<file path="config.mk">
export PLATFORM = sky130hd
export DESIGN_NAME = fetch_unit
export DESIGN_NICKNAME = d
export VERILOG_FILES = /design/src/rtl/fetch_pkg.sv /design/src/rtl/fetch_queue.sv /design/src/rtl/fetch_unit.sv
export SDC_FILE = /design/constraint.sdc
export NUM_CORES = 1
export LEC_CHECK = 0
export BUFFER_PORTS_ARGS = -buffer_cell sky130_fd_sc_hd__buf_2
export CAP_MARGIN = 0
export CORE_ASPECT_RATIO = 2
export CORE_MARGIN = 2
export CORE_UTILIZATION = 35
export DETAILED_ROUTE_END_ITERATION = 10
export SLEW_MARGIN = 20
export SYNTH_ARGS = -nofsm -noshare
export SYNTH_HDL_FRONTEND = slang
export SYNTH_SLANG_ARGS = --single-unit
</file>
<file path="constraint.sdc">
create_clock -name clk -period 6.5 [get_ports clk]
set_input_delay 0 -clock clk [delete_from_list [all_inputs] [get_ports clk]]
set_output_delay 0 -clock clk [all_outputs]
set_load 0.01 [all_outputs]
</file>
<file path="src/rtl/fetch_pkg.sv">
// Shared types and constants for the instruction fetch unit and its output queue.
package fetch_pkg;

  typedef enum logic [1:0] {
    ST_IDLE   = 2'd0,
    ST_FETCH  = 2'd1,
    ST_HALTED = 2'd2
  } fetch_state_e;

  localparam int PC_INC      = 4;
  localparam int QUEUE_DEPTH = 2;
  localparam int PTR_W       = (QUEUE_DEPTH > 1) ? $clog2(QUEUE_DEPTH) : 1;
  localparam int COUNT_W     = $clog2(QUEUE_DEPTH + 1);

endpackage

</file>
<file path="src/rtl/fetch_queue.sv">
// Small in-order queue of {pc, instr} entries between fetch and decode.
// A push is accepted while full if a pop happens in the same cycle; flush empties it.
module fetch_queue
  import fetch_pkg::*;
#(
  parameter int DW = 64
) (
  input  logic               clk,
  input  logic               reset,
  input  logic               flush,
  input  logic               push,
  input  logic [DW-1:0]      push_data,
  input  logic               pop,
  output logic [COUNT_W-1:0] count,
  output logic [DW-1:0]      head_data
);

  logic [DW-1:0]    mem [QUEUE_DEPTH];
  logic [PTR_W-1:0] rd_ptr;
  logic [PTR_W-1:0] wr_ptr;
  logic             full;
  logic             empty;
  logic             do_push;
  logic             do_pop;

  function automatic logic [PTR_W-1:0] ptr_inc(input logic [PTR_W-1:0] p);
    return (p == PTR_W'(QUEUE_DEPTH - 1)) ? '0 : p + 1'b1;
  endfunction

  assign empty   = (count == '0);
  assign full    = (count == COUNT_W'(QUEUE_DEPTH));
  assign do_pop  = pop && !empty;
  assign do_push = push && (!full || do_pop);

  always_ff @(posedge clk) begin
    if (reset || flush) begin
      rd_ptr <= '0;
      wr_ptr <= '0;
      count  <= '0;
    end else begin
      if (do_push) wr_ptr <= ptr_inc(wr_ptr);
      if (do_pop)  rd_ptr <= ptr_inc(rd_ptr);
      case ({do_push, do_pop})
        2'b10:   count <= count + 1'b1;
        2'b01:   count <= count - 1'b1;
        default: count <= count;
      endcase
    end
  end

  // Storage needs no reset: contents are only visible through a nonzero count.
  always_ff @(posedge clk) begin
    if (do_push && !reset && !flush) mem[wr_ptr] <= push_data;
  end

  assign head_data = empty ? '0 : mem[rd_ptr];

endmodule

</file>
<file path="src/rtl/fetch_unit.sv">
// Instruction fetch unit: walks pc through imem, queues {pc, instr} for decode,
// honours halt and redirect requests.
module fetch_unit
  import fetch_pkg::*;
#(
  parameter int               WIDTH    = 32,
  parameter int               SIZE     = 23,
  parameter logic [WIDTH-1:0] RESET_PC = '0
) (
  input  logic             clk,
  input  logic             reset,
  input  logic             start,
  input  logic             halt_req,
  input  logic             redirect_valid,
  input  logic [WIDTH-1:0] redirect_pc,
  output logic [WIDTH-1:0] imem_addr,
  input  logic [WIDTH-1:0] imem_rdata,
  output logic             out_valid,
  input  logic             out_ready,
  output logic [WIDTH-1:0] out_instr,
  output logic [WIDTH-1:0] out_pc,
  output fetch_state_e     dbg_state,
  output logic [SIZE-3:0]  dbg_imem_index
);

  fetch_state_e         state;
  fetch_state_e         state_next;
  logic [WIDTH-1:0]     pc;
  logic [WIDTH-1:0]     pc_next;
  logic                 push;
  logic                 pop;
  logic                 q_full;
  logic [COUNT_W-1:0]   q_count;
  logic [2*WIDTH-1:0]   q_head;

  // Handshake: an entry transfers to decode on a cycle where out_valid and
  // out_ready are both high; out_valid never depends on out_ready, and a
  // redirect in the same cycle cancels the transfer (the queue is flushed).
  assign out_valid = (q_count != '0);
  assign q_full    = (q_count == COUNT_W'(QUEUE_DEPTH));
  assign pop       = out_valid && out_ready && !redirect_valid;
  assign push      = (state == ST_FETCH) && !halt_req && !redirect_valid
                     && (!q_full || pop);

  always_ff @(posedge clk) begin
    if (reset) begin
      state <= ST_IDLE;
      pc    <= RESET_PC;
    end else begin
      state <= state_next;
      pc    <= pc_next;
    end
  end

  always_comb begin
    state_next = state;
    pc_next    = pc;
    case (state)
      ST_IDLE, ST_HALTED: if (start)    state_next = ST_FETCH;
      ST_FETCH:           if (halt_req) state_next = ST_HALTED;
      default:                          state_next = ST_IDLE;
    endcase
    if (redirect_valid)  pc_next = {redirect_pc[WIDTH-1:2], 2'b00};
    else if (push)       pc_next = pc + WIDTH'(PC_INC);
  end

  fetch_queue #(
    .DW (2*WIDTH)
  ) u_queue (
    .clk       (clk),
    .reset     (reset),
    .flush     (redirect_valid),
    .push      (push),
    .push_data ({pc, imem_rdata}),
    .pop       (pop),
    .count     (q_count),
    .head_data (q_head)
  );

  assign {out_pc, out_instr} = q_head;
  assign imem_addr      = pc;
  assign dbg_state      = state;
  assign dbg_imem_index = pc[SIZE-1:2];

endmodule

</file>
==> results of run 1 <==
==> state kept, by name (all words and copies together), names as in the netlist, named ones only <==
signal / flops
u_queue.mem: 124
imem_addr: 30
dbg_state: 2
u_queue.count: 2
u_queue.rd_ptr: 1
u_queue.wr_ptr: 1
==> report_power, final <==
group / switching [uW] / internal [uW]
sequential: 27.5 / 1120
combinational: 72.8 / 72.7
clock: 382 / 530
total: 483 / 1730
==> layer usage <==
metal  GRT usage [%]  vias to the layer above  wire (microns)
met5               0                        -               0
met4            7.05                        0             471
met3            3.34                       27             533
met2            32.4                      121            9830
met1            16.4                     2506            6320
li1                -                     2460               -
==> worst register-to-register path, delay by kind of cell, from the launching register on <==
family / cells / cell delay (ps)
and+or+nand+nor: 3 / 1220
buffers and inverters: 2 / 1030
DFF: 1 / 410
==> cells in the final DEF (no fill, tap or decap), types with 2 or more instances in the layout <==
master           n
buf_2          183
edfxtp_1       124
nor2_1          80
mux2i_1         66
dlygate4sd3_1   65
nand2_1         41
dfxtp_1         36
a21oi_1         18
clkbuf_16       17
nand3_1         15
a31oi_1         14
nor3_1          10
inv_1            8
nand4_1          8
o21ai_1          7
o211ai_1         6
clkinv_2         6
and3_1           5
mux2_1           5
or4_1            4
o21ai_0          4
or3_1            4
conb_1           4
clkinvlp_4       4
o311ai_1         3
nor4_1           3
and4_1           3
xnor2_1          3
buf_4            3
nor2_4           2
o31a_1           2
a311oi_1         2
xor2_1           2
nor4_4           2
a22oi_1          2
nand3b_1         2
and2_1           2
ha_1             2
clkbuf_1         2
==> final timing paths <==
kind                              startpoint                      endpoint  slack (ps)  cells past startpoint
setup / recovery   dbg_state[0]$_SDFFE_PP0P_   u_queue.mem[1][0]$_DFFE_PP_        3400                      5
hold / removal               redirect_pc[18]    imem_addr[18]$_SDFFE_PP0P_          60                      4
setup reg to reg   dbg_state[0]$_SDFFE_PP0P_   u_queue.mem[1][0]$_DFFE_PP_        3400                      5
hold reg to reg   imem_addr[30]$_SDFFE_PP0P_  u_queue.mem[0][62]$_DFFE_PP_         540                      0
==> cells in the mapped netlist, types with 2 or more instances <==
master / instances / area [sq um]
clkbuf_1: 25 / 93.8
buf_2: 2 / 10.0
inv_1: 8 / 30.0
o211ai_1: 6 / 45.0
or3_1: 4 / 25.0
xor2_1: 2 / 17.5
a21oi_1: 18 / 90.1
nor3_1: 11 / 55.1
o31a_1: 2 / 17.5
and2_1: 2 / 12.5
edfxtp_1: 124 / 3720
mux2i_1: 66 / 661
nand3b_1: 2 / 15.0
buf_4: 25 / 188
and4_1: 3 / 26.3
dfxtp_1: 37 / 741
nor2_1: 81 / 304
a31oi_1: 14 / 87.6
nor4_1: 3 / 18.8
o311ai_1: 3 / 26.3
or4_1: 4 / 30.0
xnor2_1: 3 / 26.3
ha_1: 2 / 25.0
buf_1: 2 / 7.51
nor3b_1: 2 / 15.0
o21ai_1: 7 / 35.0
mux2_1: 5 / 56.3
nand3_1: 15 / 75.1
o21ai_0: 4 / 20.0
and3_1: 5 / 31.3
nor4_4: 2 / 42.5
nand4_1: 8 / 50.1
nand2_1: 41 / 154
a22oi_1: 2 / 15.0
a311oi_1: 2 / 17.5
==> cells by family (layout without fill, tap and decap cells) <==
| logic type | Yosys count | after routing | share of synthesized area (%) |
|---|---|---|---|
| AND/OR/NAND/NOR | 192 | 192 | 13.5 |
| flip-flops | 161 | 161 | 64.5 |
| multiplexers | 71 | 71 | 10.4 |
| AO/OA/AOI/OAI | 63 | 63 | 5.71 |
| buffers and inverters | 63 | 293 | 4.81 |
| XOR/XNOR | 5 | 5 | 0.633 |
| adder cells (fa/ha/maj) | 2 | 2 | 0.362 |
| other | 1 | 4 | 0.0542 |
==> layout make-up <==
class                           count  area share [%]
Sequential cell                   161            48.9
Multi-Input combinational cell    337            23.5
Timing Repair Buffer              252            17.7
Clock buffer                       20            4.89
Tap cell                          259            3.55
Clock inverter                     12            1.03
Inverter                            9           0.370
==> metrics by stage <==
step                cells  area (sq um)  worst slack (ps)
finish               1050          9130              3400
detailed placement    952          7920              3320
global placement      952          7920              3400
global route         1050          9130              3140
CTS                  1049          9110              3390
floorplan             561          6930              47.1
==> results_dict.tcl, run 1 <==
set metrics [dict create \
    grt_max_degree 63 \
    tritoncts "yes" \
    timing.slew.headroom_pct 40.1 \
    rsz0062_at_grt "false" \
    first_pass_iters 4 \
    overflow 0 \
    fin_crit_ps 3100 \
    end_kind "flip-flop" \
    status "complete, no violations" \
    crit_required_ps 6540 \
    numCtsBuffers 17 \
    postSynth.asyncResetShare_pct 0 \
    finalCritPeriodShare_pct 47.7 \
    cts_sinks 161 \
    coreArea_sq_um 19400 \
    drt_iter0_markers 284 \
    htreeDepth 4 \
    synthFlopType "edfxtp_1" \
    slowest_stage "buf_4" \
    critical_path_class "flip-flop to flip-flop" \
    slew_viol_final 0 \
    fp.dieArea_sq_um 21000 \
    drive_gt1_share_pct 28.7 \
    worstHoldPathType "input pin to flip-flop" \
    grt_pass1_vias 5276 \
    insertion_delay_ps 420 \
    cts_setup_buffers 0 \
    drc_errors 0 \
    die_h_microns 203 \
    ctsResizeCount 0 \
    power_uw 2210 \
    avgSynthCellArea_sq_um 12.4 \
    leakagePower_uw 0.00350 \
    tightest_slew_ps 898 \
    wl_per_cell_microns 16.3 \
    power.density_nw_per_um2 242 \
    worstPathMaxFanout 62 \
    synth_cells 558 \
    cts_max_path_buffers 2 \
    initial_utilization_pct 35.7 \
    yosysSeqAreaShare_pct 64.5 \
    cts_root_buffer "clkbuf_16" \
    synth-edff-count 124 \
    finalNetCount 850 \
    multi_input_comb_area_sq_um 2150 \
    seq_area_sq_um 4470 \
    yosysWarningCount 0 \
    fin_worst_skew_ps 8.72 \
    antenna_found_initial 0 \
    gp_congestion 0.768 \
    clock.fmax_mhz 323 \
    core.rowCount 72 \
    area_delta_synth_final_pct 32.0 \
    cp_num_buf_inv 2 \
    cp_top_family "simple AND/OR/NAND/NOR gates" \
    cp_slowest_stage_delay_ps 680 \
    num_vias 5114 \
    netlist_area_sq_um 6920 \
    ys_ff_latch 161 \
    fillers 1747 \
    setup_violations 0 \
    cp_cell_sequence "or4b_4 -> nor2_4 -> inv_2 -> nor3b_2 -> buf_4" \
    worstPathArrival_ps 3140 \
    grt_usage_pct 16.8 \
    clk_pin_slew_worst_paths_ps 60 \
    ant_nets 0 \
    hold_viol_final 0 \
    setup_total_negative_slack_ps 0 \
    hpwlAfterDp_mm 11.4 \
    hold-worst-slack_ps 55.9 \
    synth.distinct_cells 51 \
    grt_pass1_wl_mm 26.7 \
    num_antenna_cells 0 \
    ios 190 \
    final_util_pct 47.2 \
    cp-start-kind "flip-flop" \
    ir_drop_mv 0.148 \
    fp.dieW_microns 103 \
    hold_buffers 65 \
    via_per_inst 4.87 \
    wirelength_mm 17.2 \
    portBuffers 183 \
    max_cap_violations 0 \
]
Note: power is estimated with default switching activity, not from simulation.
==> run 2: changes to the inputs <==
--- a/config.mk
+++ b/config.mk
@@ -5,6 +5,7 @@
 export SDC_FILE = /design/constraint.sdc
 export NUM_CORES = 1
 export LEC_CHECK = 0
+export ABC_AREA = 1
 export BUFFER_PORTS_ARGS = -buffer_cell sky130_fd_sc_hd__buf_2
 export CAP_MARGIN = 0
 export CORE_ASPECT_RATIO = 2
==> constraint.sdc (replaced) <==
create_clock -name clk -period 3.1 [get_ports clk]
set_input_delay 0 -clock clk [delete_from_list [all_inputs] [get_ports clk]]
set_output_delay 0 -clock clk [all_outputs]
set_load 0.01 [all_outputs]
==> run 2 against run 1 <==
Combinational power is 130% higher. Wire length is 11% higher. Register-to-register slack worse by 2100 ps. Clock power is 120% higher. Setup slack worse by 2200 ps. Count of clock-buffer cells in the layout is 4 higher. Synthesized cell count is 33% higher. Largest cell class unchanged.
==> results_dict.tcl, run 2 <==
set metrics [dict create \
    synth-edff-count 124 \
    yosys-top-cells-count "nand2_1, edfxtp_1, a21oi_1" \
    first_pass_iters 4 \
    ant_nets 0 \
    cts_root_buffer "clkbuf_16" \
    worstHoldPathType "input pin to flip-flop" \
    drt_iter0_markers 280 \
    largest_register_ffs 124 \
    wirelength_mm 19.0 \
    synth_cells 744 \
    hold_buffers 66 \
    synth_most_common_cell "nand2_1" \
    grt_usage_pct 17.5 \
    tightest_slew_ps 753 \
    drc_errors 0 \
    portBuffers 183 \
    power.density_nw_per_um2 503 \
    worstPathArrival_ps 1890 \
    slew_viol_final 0 \
    yosys.area.top_type_share_pct 51.4 \
    end_kind "output pin" \
    insertion_delay_ps 410 \
    clock.fmax_mhz 530 \
    avgSynthCellArea_sq_um 9.73 \
    num_vias 5855 \
    ctsResizeCount 0 \
    overflow 0 \
    rsz0062_at_grt "false" \
    power_uw 4800 \
    postSynth.asyncResetShare_pct 0 \
    ir_drop_mv 0.253 \
    r2r_cells 8 \
    tritoncts "yes" \
    yosysWarningCount 0 \
    coreArea_sq_um 20400 \
    cts_setup_buffers 0 \
    timing.slew.headroom_pct 49.8 \
    mostFrequentLayoutCell "nand2_1" \
    ys_ff_latch 161 \
    crit_required_ps 3100 \
    clk_pin_slew_worst_paths_ps 60 \
    initial_utilization_pct 35.5 \
    via_per_inst 4.70 \
    yosysSeqAreaShare_pct 61.7 \
    area_delta_synth_final_pct 31.7 \
    mostFrequentLayoutCells "nand2_1, buf_2, edfxtp_1" \
    seq_area_sq_um 4470 \
    hold-worst-slack_ps 45.6 \
    synth.distinct_cells 38 \
    worstPathMaxFanout 62 \
    synth_area_leader_cell "edfxtp_1" \
    ios 190 \
    synth_area_leaders "edfxtp_1, nand2_1, dfxtp_1" \
    r2r_slack_ps 1280 \
    numCtsBuffers 17 \
    hpwlAfterDp_mm 12.4 \
    die_h_microns 207 \
    grt_pass1_wl_mm 29.8 \
    cts_max_path_buffers 2 \
    fp.dieW_microns 106 \
    critical_path_class "flip-flop to output pin" \
    placedInstanceArea_sq_um 8290 \
    holdPathStages 4 \
    status "complete, no violations" \
    max_cap_violations 0 \
    grt_pass1_vias 5781 \
    gp_congestion 0.871 \
    finalNetCount 1039 \
    fillers 2001 \
    multi_input_comb_area_sq_um 2350 \
    design_area_sq_um 9530 \
    hold_end "imem_addr[6]$_SDFFE_PP0P_" \
    drive_gt1_share_pct 25.3 \
    regMostFlops "u_queue.mem" \
    r2r-end "imem_addr[24]$_SDFFE_PP0P_" \
    grt_max_degree 63 \
    cp-start-kind "flip-flop" \
    rr_startpoint "imem_addr[3]$_SDFFE_PP0P_" \
    htreeDepth 4 \
    antenna_found_initial 1 \
    wl_per_cell_microns 15.2 \
    finalCritPeriodShare_pct 60.8 \
    fin_worst_skew_ps 9.75 \
    setup_violations 0 \
    hold_viol_final 0 \
    min_from "redirect_valid" \
    core.rowCount 74 \
    leakagePower_uw 0.00392 \
    synthFlopType "edfxtp_1" \
    fp.dieArea_sq_um 21900 \
    netlist_area_sq_um 7240 \
    fin_crit_ps 1890 \
    cts_sinks 161 \
]
[run 2: changes by cell type after synthesis, sizes merged, moves of 17 or more]
cell,delta
a21oi,+72
a21boi,+17
nand3,+27
nor2,-34
inv,+27
nand2,+208
mux2i,-66
[run 2: cell type report]
cell class	instances	area share (%)
clock buffer	24	5.29
clock inverter	8	0.774
multi-input combinational	493	24.7
inverter	37	1.47
antenna	1	0.0263
sequential	161	46.8
timing repair buffer	257	17.4
tap	266	3.49
[run 2: worst max path at each step]
stage | to | slack (ps)
3_3_place_gp | imem_addr[24]$_SDFFE_PP0P_ | 1330
2_1_floorplan | u_queue.mem[0][0]$_DFFE_PP_ | -570
3_5_place_dp | imem_addr[24]$_SDFFE_PP0P_ | 1300
5_1_grt | out_pc[24] | 1010
6_report | out_instr[27] | 1210
4_1_cts | out_instr[27] | 1160
[run 2: report_power, final]
group	leakage [uW]	internal (uW)	total [uW]	switching (uW)
Sequential	0.00144	2360	2430	64.0
Clock	0.000289	1220	2030	806
Combinational	0.00220	166	340	174
[run 2: critical path: stages, from the launching register on]
cell and delay (ps):
dfxtp_2 340, buf_4 570, nand2_1 120, a21oi_1 250, buf_2 170
[run 2: kinds of logic after synthesis]
logic type	count (synthesis)	share of synthesized area [%]
flip-flops	161	61.7
buffers and inverters	93	6.43
adder cells (fa/ha/maj)	2	0.346
other	1	0.0518
AND/OR/NAND/NOR	353	21.0
AO/OA/AOI/OAI	130	10.0
XOR/XNOR	4	0.484
[run 2: per-stage QoR]
step                      worst slack [ps]  TNS [ps]  instances  util (%)
after global placement                1330         0       1148      40.7
after CTS                             1160         0       1246      46.8
after detailed placement              1300         0       1148      40.7
after global routing                  1010         0       1247      46.8
after floorplan                       -570    -70700        747         -
final                                 1210         0       1247      46.8
[run 2: layer usage]
layer / wire [microns] / up-vias / GRT usage [%]
li1: - / 2932 / -
met5: 0 / - / 0
met4: 501 / 0 / 7.94
met1: 7190 / 2759 / 18.2
met2: 10700 / 142 / 33.6
met3: 584 / 22 / 2.86
